--- config.mk ---
export PLATFORM = sky130hd
export DESIGN_NAME = radix2_divider_flat
export DESIGN_NICKNAME = d
export VERILOG_FILES = /design/src/rtl/div_pkg.sv /design/src/rtl/radix2_divider_if.sv /design/src/rtl/Knowles.sv /design/src/rtl/radix2_divider.sv /design/src/flat_wrapper.sv
export SDC_FILE = /design/constraint.sdc
export NUM_CORES = 1
export LEC_CHECK = 0
export BUFFER_PORTS_ARGS = -buffer_cell sky130_fd_sc_hd__buf_2
export CAP_MARGIN = 20
export CELL_PAD_IN_SITES_DETAIL_PLACEMENT = 0
export CELL_PAD_IN_SITES_GLOBAL_PLACEMENT = 1
export CORE_UTILIZATION = 46
export CTS_CLUSTER_DIAMETER = 50
export DETAILED_ROUTE_END_ITERATION = 8
export GPL_ROUTABILITY_DRIVEN = 1
export PLACE_DENSITY = 0.93
export RECOVER_POWER = 50
export REMOVE_ABC_BUFFERS = 1
export SLEW_MARGIN = 10
export SYNTH_ARGS = -nofsm -noshare
export SYNTH_HDL_FRONTEND = slang
export SYNTH_SLANG_ARGS = --single-unit
--- constraint.sdc ---
create_clock -name clk -period 8.55 [get_ports clk]
set_input_delay 2.565 -clock clk [delete_from_list [all_inputs] [get_ports clk]]
set_output_delay 2.565 -clock clk [all_outputs]
set_load 0.01 [all_outputs]
--- src/rtl/div_pkg.sv ---
// Shared types and constants for the radix-2 restoring divider.
package div_pkg;

  localparam int unsigned WIDTH = 64;

  typedef enum logic [1:0] {
    IDLE,
    CALC,
    FIX,
    DONE
  } div_state_e;

  localparam logic [WIDTH-1:0] ONE           = {{(WIDTH-1){1'b0}}, 1'b1};
  localparam logic [WIDTH-1:0] DIVZ_QUOTIENT = {WIDTH{1'b1}};
  localparam logic [WIDTH-1:0] SIGNED_MIN    = {1'b1, {(WIDTH-1){1'b0}}};

  // Conditional two's-complement negation.
  function automatic logic [WIDTH-1:0] cond_neg(input logic [WIDTH-1:0] x, input logic neg);
    return neg ? (~x) + ONE : x;
  endfunction

endpackage

--- src/rtl/radix2_divider_if.sv ---
// Operand and result valid/ready handshakes of the divider.
interface radix2_divider_if;
  import div_pkg::*;

  logic             in_valid;
  logic             in_ready;
  logic             is_signed;
  logic [WIDTH-1:0] dividend;
  logic [WIDTH-1:0] divisor;
  logic             out_valid;
  logic             out_ready;
  logic [WIDTH-1:0] quotient;
  logic [WIDTH-1:0] remainder;
  logic             div_by_zero;

  modport slave (
    input  in_valid, is_signed, dividend, divisor, out_ready,
    output in_ready, out_valid, quotient, remainder, div_by_zero
  );

  modport master (
    output in_valid, is_signed, dividend, divisor, out_ready,
    input  in_ready, out_valid, quotient, remainder, div_by_zero
  );

endinterface

--- src/rtl/Knowles.sv ---
// 64-bit parallel-prefix adder (Knowles [1,1,1,1,1,1], minimum fan-out) with carry in/out.
module Knowles
  import div_pkg::*;
(
  input  logic [WIDTH-1:0] a,
  input  logic [WIDTH-1:0] b,
  input  logic             cin,
  output logic [WIDTH-1:0] sum,
  output logic             cout
);

  localparam int unsigned Levels = $clog2(WIDTH);

  logic [WIDTH-1:0] p0;
  logic [WIDTH-1:0] g;
  logic [WIDTH-1:0] p;

  always_comb begin
    p0   = a ^ b;
    g    = a & b;
    p    = p0;
    // Fold the carry-in into bit 0 so every group generate is a true carry.
    g[0] = g[0] | (p0[0] & cin);
    for (int lvl = 0; lvl < int'(Levels); lvl++) begin
      // Descending index keeps the lower operand at its previous-level value.
      for (int i = int'(WIDTH) - 1; i >= (1 << lvl); i--) begin
        g[i] = g[i] | (p[i] & g[i - (1 << lvl)]);
        p[i] = p[i] & p[i - (1 << lvl)];
      end
    end
  end

  assign sum  = p0 ^ {g[WIDTH-2:0], cin};
  assign cout = g[WIDTH-1];

endmodule

--- src/rtl/radix2_divider.sv ---
// Iterative signed/unsigned 64-bit restoring divider, one quotient bit per cycle.
module radix2_divider
  import div_pkg::*;
(
  input  logic              clk,
  input  logic              rst,
  radix2_divider_if.slave   bus
);

  div_state_e       state_q, state_d;
  logic [5:0]       cnt_q, cnt_d;
  logic [WIDTH-1:0] rem_q, rem_d;
  logic [WIDTH-1:0] quo_q, quo_d;
  logic [WIDTH-1:0] dvs_q, dvs_d;
  logic             q_neg_q, q_neg_d;
  logic             r_neg_q, r_neg_d;
  logic             dbz_q, dbz_d;

  logic             a_neg, b_neg;
  logic             is_divz, is_ovf, is_special;
  logic [WIDTH-1:0] rem_shifted, dvs_inv, add_sum;
  logic             add_cout, trial_ok;

  assign a_neg      = bus.is_signed & bus.dividend[WIDTH-1];
  assign b_neg      = bus.is_signed & bus.divisor[WIDTH-1];
  assign is_divz    = (bus.divisor == '0);
  assign is_ovf     = bus.is_signed & (bus.dividend == SIGNED_MIN) &
                      (bus.divisor == DIVZ_QUOTIENT);
  assign is_special = is_divz | is_ovf;

  // Trial subtraction: rem_shifted - divisor as rem_shifted + ~divisor + 1.
  assign rem_shifted = {rem_q[WIDTH-2:0], quo_q[WIDTH-1]};
  assign dvs_inv     = ~dvs_q;
  assign trial_ok    = rem_q[WIDTH-1] | add_cout;

  Knowles u_knowles (
    .a    (rem_shifted),
    .b    (dvs_inv),
    .cin  (1'b1),
    .sum  (add_sum),
    .cout (add_cout)
  );

  // State register.
  always_ff @(posedge clk) begin
    if (rst) begin
      state_q <= IDLE;
    end else begin
      state_q <= state_d;
    end
  end

  // Next-state logic.
  always_comb begin
    state_d = state_q;
    unique case (state_q)
      IDLE: if (bus.in_valid) state_d = is_special ? DONE : CALC;
      CALC: if (cnt_q == 6'd0) state_d = FIX;
      FIX:  state_d = DONE;
      DONE: if (bus.out_ready) state_d = IDLE;
      default: state_d = IDLE;
    endcase
  end

  // Handshake outputs decode from the state register only.
  always_comb begin
    bus.in_ready  = (state_q == IDLE);
    bus.out_valid = (state_q == DONE);
  end

  always_comb begin
    cnt_d   = cnt_q;
    rem_d   = rem_q;
    quo_d   = quo_q;
    dvs_d   = dvs_q;
    q_neg_d = q_neg_q;
    r_neg_d = r_neg_q;
    dbz_d   = dbz_q;
    unique case (state_q)
      IDLE: begin
        if (bus.in_valid) begin
          q_neg_d = 1'b0;
          r_neg_d = 1'b0;
          dbz_d   = 1'b0;
          if (is_divz) begin
            quo_d = DIVZ_QUOTIENT;
            rem_d = bus.dividend;
            dbz_d = 1'b1;
          end else if (is_ovf) begin
            quo_d = bus.dividend;
            rem_d = '0;
          end else begin
            quo_d   = cond_neg(bus.dividend, a_neg);
            dvs_d   = cond_neg(bus.divisor, b_neg);
            rem_d   = '0;
            cnt_d   = 6'd63;
            q_neg_d = a_neg ^ b_neg;
            r_neg_d = a_neg;
          end
        end
      end
      CALC: begin
        rem_d = trial_ok ? add_sum : rem_shifted;
        quo_d = {quo_q[WIDTH-2:0], trial_ok};
        cnt_d = cnt_q - 6'd1;
      end
      FIX: begin
        quo_d = cond_neg(quo_q, q_neg_q);
        rem_d = cond_neg(rem_q, r_neg_q);
      end
      DONE: ;
      default: ;
    endcase
  end

  always_ff @(posedge clk) begin
    if (rst) begin
      cnt_q   <= '0;
      rem_q   <= '0;
      quo_q   <= '0;
      dvs_q   <= '0;
      q_neg_q <= 1'b0;
      r_neg_q <= 1'b0;
      dbz_q   <= 1'b0;
    end else begin
      cnt_q   <= cnt_d;
      rem_q   <= rem_d;
      quo_q   <= quo_d;
      dvs_q   <= dvs_d;
      q_neg_q <= q_neg_d;
      r_neg_q <= r_neg_d;
      dbz_q   <= dbz_d;
    end
  end

  assign bus.quotient    = quo_q;
  assign bus.remainder   = rem_q;
  assign bus.div_by_zero = dbz_q;

endmodule
--- src/flat_wrapper.sv ---
// flat-port wrapper written by rule: the top's interface ports become plain ports
module radix2_divider_flat import div_pkg::*;
  (clk, rst, bus_in_valid, bus_is_signed, bus_dividend, bus_divisor, bus_out_ready, bus_in_ready, bus_out_valid, bus_quotient, bus_remainder, bus_div_by_zero);
  radix2_divider_if bus_i ();
  input  logic clk;
  input  logic rst;
  input wire logic [$bits(bus_i.in_valid)-1:0] bus_in_valid;
  input wire logic [$bits(bus_i.is_signed)-1:0] bus_is_signed;
  input wire logic [$bits(bus_i.dividend)-1:0] bus_dividend;
  input wire logic [$bits(bus_i.divisor)-1:0] bus_divisor;
  input wire logic [$bits(bus_i.out_ready)-1:0] bus_out_ready;
  output wire logic [$bits(bus_i.in_ready)-1:0] bus_in_ready;
  output wire logic [$bits(bus_i.out_valid)-1:0] bus_out_valid;
  output wire logic [$bits(bus_i.quotient)-1:0] bus_quotient;
  output wire logic [$bits(bus_i.remainder)-1:0] bus_remainder;
  output wire logic [$bits(bus_i.div_by_zero)-1:0] bus_div_by_zero;
  assign bus_i.in_valid = bus_in_valid;
  assign bus_i.is_signed = bus_is_signed;
  assign bus_i.dividend = bus_dividend;
  assign bus_i.divisor = bus_divisor;
  assign bus_i.out_ready = bus_out_ready;
  assign bus_in_ready = bus_i.in_ready;
  assign bus_out_valid = bus_i.out_valid;
  assign bus_quotient = bus_i.quotient;
  assign bus_remainder = bus_i.remainder;
  assign bus_div_by_zero = bus_i.div_by_zero;
  radix2_divider u_core (.clk(clk), .rst(rst), .bus(bus_i));
endmodule
==> run_results.csv, run 1 <==
group,metric,value,unit
die,start_util,47.0,%
setup_path,worstRegToRegCells,7,
route,dr.pass1.iters,6,
logic_synthesis,ys_ff_latch,203,
global_routing,antenna_found_initial,4,
logic_synthesis,netlist_area,19900,µm²
setup_path,rr_endpoint,"u_core.bus.remainder[12]$_SDFFE_PP0P_",
cts,ctsResizeCount,0,
logic_synthesis,synth.avg_cell_area,6.87,µm²
sta,finalClockSkew,0.0167,ns
logic_synthesis,synthXorXnorAreaFrac,9.03,%
logic_synthesis,seq_area_frac_synth,20.4,%
cts,clk_latency,0.59,ns
setup_path,worst_setup_path_end_kind,"register",
logic_synthesis,synth_compound_area_share,31.3,%
setup_path,critPathLaunchType,"input port",
sta,worst-slew-pin-transition,2.23,ns
die,std_cell_rows,75,
cts,clock-sinks,203,
final_layout,fin_nets,3237,
setup_path,crit_path_end,"u_core.bus.remainder[12]$_SDFFE_PP0P_",
sta,hold_viol,0,
sta,max_freq,142,MHz
pwr,p_total,10.1,mW
sta,setup_violations,0,
route,wl_per_cell,21.5,µm
setup_path,cp.arrival,7.52,ns
min_path,min_path_type,"register to register",
pwr,switchingPower,5.61,mW
sta,slew_violations,92,
cts,cts_hold_buf,0,
final_layout,fillerInstances,4285,
cts,htreeDepth,1,
cts,postCtsSetupBuffers,0,
logic_synthesis,synth_edf_count,0,
die,core_region_area,42300,µm²
die,dieArea,44000,µm²
status,violations,"capacitance limit, slew limit",
global_routing,grt_pass1_wl,120000,µm
setup_path,worstReg2RegStart,"u_core.state_q[0]$_SDFFE_PP0P_",
cts,tritoncts,"built",
die,die_height,210,µm
sta,layout_min_cycle_time,7.03,ns
route,final_antenna_net_count,0,
sta,slew_headroom,-48.7,%
logic_synthesis,yosys_warnings,0,
route,vias_per_cell,6.37,
pwr,power_density,450,nW/µm²
die,die-width,210,µm
flow_run,max-cap-violations,3,
sta,tns,0,ns
sta,fin_crit_sh,82.2,%
placement,place.gp.congestion,0.932,
logic_synthesis,synthAdderAreaFrac,4.82,%
logic_synthesis,synth-main-ff-cell,"dfxtp_1",
placement,dp.final_hpwl,58600,µm
logic_synthesis,synth_top_family_by_area,"compound AO/OA/AOI/OAI gates",
logic_synthesis,yosysUniqueCellTypes,89,
pwr,combPwrFrac,67.6,%
global_routing,first_global_vias,21000,
route,drtIter0Drc,2390,
cts,cts_buffers,30,
route,num_vias,23100,
die,num_io_pins,264,
cts,cts_buffer_depth,3,
cts,root_buffer,"clkbuf_16",
cts,cts.reportedPaths.clkPinSlew,0.06,ns
sta,rsz0062_at_grt,"no",
setup_path,reg2reg_slack,3.78,ns
pwr,p_leak,8.33,nW
setup_path,cp.required,9.04,ns
status,outcome,"finished, violations left",
logic_synthesis,synthMuxAreaShare,0.611,%
pwr,switching_share,55.7,%
setup_path,cp_max_fo,39,
pwr,internal-power,4.46,mW
route,drcViolationCount,0,
final_layout,area_growth,12.5,%
setup_path,crit_type,"input port to register",
logic_synthesis,synth_simple_gate_area_share,27.9,%
global_routing,grt_max_degree,87,
pwr,power_frac_clock,13.1,%
final_layout,drive_above_1_share,8.62,%
global_routing,grt_overflow_total,0,
route,routed_wirelength,78100,µm
pwr,vdd_drop_max,271,µV
placement,port_buffers,263,
setup_path,crit_path_start,"bus_divisor[7]",
logic_synthesis,async_flop_share,0,%
logic_synthesis,synthCells,2894,
global_routing,grt_usage,34.2,%
pwr,seq_power_share,19.3,%
[kinds of logic after synthesis]
logic type	Yosys count
AND/OR/NAND/NOR	1127
AO/OA/AOI/OAI	970
buffers and inverters	301
XOR/XNOR	205
flip-flops	203
adder cells (fa/ha/maj)	76
multiplexers	12
[how the worst min path moves through the flow]
stage / start / to / slack, ns / cells after the start
2_1_floorplan: u_core.dvs_q[42]$_SDFFE_PP0P_ / u_core.dvs_q[42]$_SDFFE_PP0P_ / 0.43 / 2
3_3_place_gp: u_core.dvs_q[42]$_SDFFE_PP0P_ / u_core.dvs_q[42]$_SDFFE_PP0P_ / 0.44 / 2
3_5_place_dp: u_core.dvs_q[63]$_SDFFE_PP0P_ / u_core.dvs_q[63]$_SDFFE_PP0P_ / 0.45 / 2
4_1_cts: u_core.dvs_q[63]$_SDFFE_PP0P_ / u_core.dvs_q[63]$_SDFFE_PP0P_ / 0.46 / 2
5_1_grt: u_core.dvs_q[52]$_SDFFE_PP0P_ / u_core.dvs_q[52]$_SDFFE_PP0P_ / 0.47 / 2
6_report: u_core.dvs_q[63]$_SDFFE_PP0P_ / u_core.dvs_q[63]$_SDFFE_PP0P_ / 0.45 / 2
[critical path, stage by stage]
cell      delay (ns)
clkbuf_1        0.14
or4_1           0.60
nor4_1          0.48
nand4_1         0.45
nor3_4          0.74
nor2_2          0.03
clkbuf_1        0.91
nor4_1          1.13
o21ai_0         0.21
o21ai_0         0.21
[area by class of cell]
cell class	instances	area (µm²)	share of cell area [%]
Antenna cell	5	12.5	0.0559
Sequential cell	203	4060	18.2
Timing Repair Buffer	296	1410	6.28
Tap cell	577	722	3.23
Clock buffer	33	793	3.55
Clock inverter	23	262	1.17
Inverter	107	402	1.80
Multi-Input combinational cell	2390	14700	65.8
[per-layer routing]
layer  routed length, µm  part of all wire (%)  global-route usage [%]
met5                   0                     0                       0
met4                3350                   4.3                    15.4
met3                7700                   9.9                    4.29
met2               33100                    42                    51.8
met1               33900                    43                    48.2
[registers in the layout, indices dropped and copies added (netlist names)]
name / cells
u_core.q_neg_q: 1
u_core.bus.quotient: 64
u_core.bus.remainder: 64
u_core.r_neg_q: 1
u_core.state_q: 2
u_core.bus.div_by_zero: 1
u_core.dvs_q: 64
u_core.cnt_q: 6
[per-stage QoR]
step	cell area, µm²	util (%)	hold slack (ns)	instances	setup WS (ns)
final	22400	52.8	0.455	3634	1.52
after global routing	22400	52.8	0.473	3633	1.19
after CTS	22600	53.3	0.456	3628	2.34
after detailed placement	21500	50.8	0.448	3572	1.79
after global placement	21500	50.7	0.442	3570	0.521
after floorplan	19100	-	0.426	2700	0.149
[power groups by stage]
stage | clock [mW] | combinational (mW) | sequential, mW
after floorplan | 0 | 4.61 | 1.81
after detailed placement | 0 | 6.68 | 1.92
after global routing | 1.35 | 7.45 | 1.99
after global placement | 0 | 6.60 | 1.90
after CTS | 1.33 | 6.71 | 1.90
final | 1.32 | 6.80 | 1.94
[synth_stat cells, types with 49 or more instances]
cell type	n	area share (%)
nand2_1	314	5.9
nor2_1	312	5.9
o21ai_0	261	6.6
a21oi_1	249	6.3
dfxtp_1	203	20
clkbuf_1	161	3.0
xnor2_1	113	5.0
inv_1	106	2.0
nor3_1	96	2.4
xor2_1	92	4.1
a211oi_1	91	3.4
ha_1	75	4.7
nor4_1	68	2.1
nand3_1	61	1.5
a221oi_1	50	2.2
a31oi_1	49	1.5
[placed cells by master (no fill, tap or decap), drive strengths merged, types with 11 or more instances in the layout]
cell type and instances:
or4 27, nor4 71, a21o 28, clkbuf 170, nand4 47, o31ai 42
mux2i 11, xnor2 113, nand2b 38, ha 75, dfxtp 203, a221o 17
or3 46, buf 159, a31oi 49, nand3b 18, nand3 61, o21bai 15
o21ai 265, o211ai 20, o311ai 15, a32o 14, a22oi 13, nand2 316
o21a 16, and3 16, xor2 92, nor3 101, a21oi 249, a221oi 50
nor2b 16, inv 116, a211oi 91, nor2 314, o41ai 15, or2 12
No activity file was read; power rests on OpenSTA's default activity.
==> inputs of run 2 (changes only) <==
Settings changed: ABC_AREA set to 1, CORE_UTILIZATION 46 to 41, PLACE_DENSITY 0.93 to 0.88.
Clock period 8.55 ns to 6.6 ns, I/O delays scaled along.
==> run_results.csv, run 2 <==
group,metric,value,unit
status,outcome,"finished, violations left",
status,violations,"capacitance limit, slew limit",
setup_path,critPathLaunchType,"input port",
setup_path,path_cells,"buf_2 > nor2_1 > nand3_1 > or2_0 > nor3_1 > nand4_4 > nand2_1 > nand2_4 > buf_4 > a21oi_2 > nand2_1 > a21oi_1",
setup_path,cpLargestDelayFamily,"simple AND/OR/NAND/NOR gates",
global_routing,antenna_found_initial,5,
logic_synthesis,yosys_warnings,0,
route,num_vias,32600,
sta,setup_violations,0,
sta,finalClockSkew,0.0222,ns
setup_path,cp.arrival,5.92,ns
pwr,vdd_drop_max,861,µV
die,die_height,253,µm
cts,tritoncts,"built",
cts,postCtsSetupBuffers,0,
logic_synthesis,synth_edf_count,0,
sta,max_freq,183,MHz
setup_path,crit_type,"input port to register",
logic_synthesis,ys_ff_latch,203,
flow_run,max-cap-violations,3,
die,die-width,253,µm
sta,slew_violations,208,
cts,cts.reportedPaths.clkPinSlew,0.06,ns
logic_synthesis,yosysUniqueCellTypes,54,
die,num_io_pins,264,
route,final_antenna_net_count,0,
sta,fin_crit_sh,83.0,%
logic_synthesis,async_flop_share,0,%
final_layout,final_common_cell,"nand2_1",
logic_synthesis,ys_top_cells_by_count,"nand2_1 (1,635), inv_1 (763), nor2_1 (579)",
die,core_region_area,62100,µm²
route,wl_per_cell,20.5,µm
setup_path,path_common_cell,"nand2_1",
cts,ctsResizeCount,0,
placement,place.gp.congestion,1.05,
die,std_cell_rows,91,
setup_path,worst_setup_path_end_kind,"register",
global_routing,first_global_vias,29100,
final_layout,drive_above_1_share,6.81,%
logic_synthesis,netlist_area,25900,µm²
logic_synthesis,seq_area_frac_synth,15.7,%
cts,htreeDepth,2,
logic_synthesis,yosysTopAreaCell,"nand2_1",
route,dr.pass1.iters,7,
global_routing,grt_usage,37.3,%
route,drcViolationCount,0,
cts,root_buffer,"clkbuf_16",
pwr,p_leak,14.1,nW
cts,cts_buffers,36,
final_layout,fin_nets,5323,
final_layout,area_growth,10.9,%
min_path,min_path_type,"register to register",
cts,clk_latency,0.58,ns
cts,cts_hold_buf,0,
setup_path,worst_path_max_delay_cell,"nor3_1",
placement,port_buffers,263,
setup_path,cp.required,7.04,ns
die,dieArea,64100,µm²
sta,holdWs,0.462,ns
logic_synthesis,synthTopCellsByArea,"nand2_1 (24%), dfxtp_1 (16%), inv_1 (11%)",
sta,tns,0,ns
logic_synthesis,synth_top_area_share,23.7,%
cts,clock-sinks,203,
sta,layout_min_cycle_time,5.48,ns
final_layout,final_cell_mix,"nand2_1 (1,636), inv_1 (762), nor2_1 (580)",
setup_path,cpPeakStageDelay,0.76,ns
placement,dp.final_hpwl,99200,µm
sta,slew_headroom,-87.4,%
die,start_util,41.7,%
logic_synthesis,synth-main-ff-cell,"dfxtp_1",
setup_path,crit_buf_inv,2,
logic_synthesis,synth.most_common_cell,"nand2_1",
global_routing,grt_pass1_wl,180000,µm
global_routing,grt_overflow_total,0,
sta,worst-slew-pin-transition,2.81,ns
logic_synthesis,synth.avg_cell_area,5.23,µm²
final_layout,fillerInstances,7247,
logic_synthesis,synthCells,4948,
route,routed_wirelength,123000,µm
sta,hold_viol,0,
global_routing,grt_max_degree,113,
sta,rsz0062_at_grt,"no",
cts,cts_buffer_depth,3,
setup_path,cp_max_fo,39,
route,drtIter0Drc,4071,
pwr,power_density,582,nW/µm²
route,vias_per_cell,5.45,
run 2: changes by cell type after synthesis, moves of 43 or more:
| cell | change |
|---|---|
| a211oi_1 | -91 |
| xnor2_1 | -71 |
| inv_1 | +657 |
| a21oi_1 | +119 |
| nand2_1 | +1321 |
| nand3_1 | +368 |
| or3_1 | -43 |
| nor2_1 | +267 |
| nor4_1 | -60 |
| clkbuf_1 | -66 |
| o21ai_0 | -53 |
| nand4_1 | +55 |
| a221oi_1 | -49 |
| a21oi_2 | +58 |
run 2: worst paths after layout:
path                            cells past startpoint                            startpoint                                     to  slack [ns]
worst max-delay path                               12                       bus_divisor[49]  u_core.bus.remainder[52]$_SDFFE_PP0P_        1.12
worst max register to register                     20  u_core.bus.quotient[63]$_SDFFE_PP0P_  u_core.bus.remainder[41]$_SDFFE_PP0P_        2.17
worst min-delay path                                2         u_core.dvs_q[17]$_SDFFE_PP0P_          u_core.dvs_q[17]$_SDFFE_PP0P_        0.46
worst min register to register                      2         u_core.dvs_q[17]$_SDFFE_PP0P_          u_core.dvs_q[17]$_SDFFE_PP0P_        0.46
run 2: cell type report:
cell class / count / area, µm² / share of cell area [%]
diodes: 3 / 7.51 / 0.0262
clock buffers: 42 / 933 / 3.25
clock inverters: 23 / 250 / 0.872
inverters: 776 / 2920 / 10.2
multi-input cells: 3810 / 18100 / 63.2
flip-flops and latches: 203 / 4060 / 14.2
well taps: 837 / 1050 / 3.65
repair buffers: 287 / 1350 / 4.70
run 2: kinds of logic after synthesis:
logic type	after synthesis	share of synthesized area [%]
adders and majority gates	76	3.70
DFF	203	15.7
AOI/OAI and AO/OA	710	15.3
xor gates and xnor gates	122	4.13
and+or+nand+nor	2902	46.9
buffers and inverters	935	14.3
run 2: power breakdown:
group | internal [mW] | total (mW) | switching (mW)
logic | 3.41 | 12.5 | 9.13
registers | 1.61 | 2.26 | 0.659
clock network | 1.13 | 1.91 | 0.786
run 2: metrics by stage:
step | setup slack [ns] | total power, mW | util, % | instance area [µm²] | std cells
final | 1.12 | 16.7 | 46.2 | 28700 | 5981
after floorplan | 0.420 | 10.1 | - | 25100 | 4789
after global routing | 0.964 | 18.0 | 46.2 | 28700 | 5981
after CTS | 1.91 | 16.3 | 46.6 | 28900 | 5978
after detailed placement | 1.33 | 14.3 | 44.7 | 27700 | 5913
after global placement | 1.42 | 14.3 | 44.7 | 27700 | 5913
run 2: layer usage:
metal | up-vias | part of all wire [%] | track usage, %
li1 | 16000 | - | -
met1 | 14800 | 46 | 53.8
met2 | 1537 | 40 | 53.6
met3 | 168 | 11 | 9.73
met4 | 6 | 2.5 | 9.37
met5 | - | 0.26 | 3.47
run 2: worst min-delay path, stage by stage, from the launching register on:
cell	delay (ns)
dfxtp_1	0.29
inv_1	0.07
a21oi_1	0.06
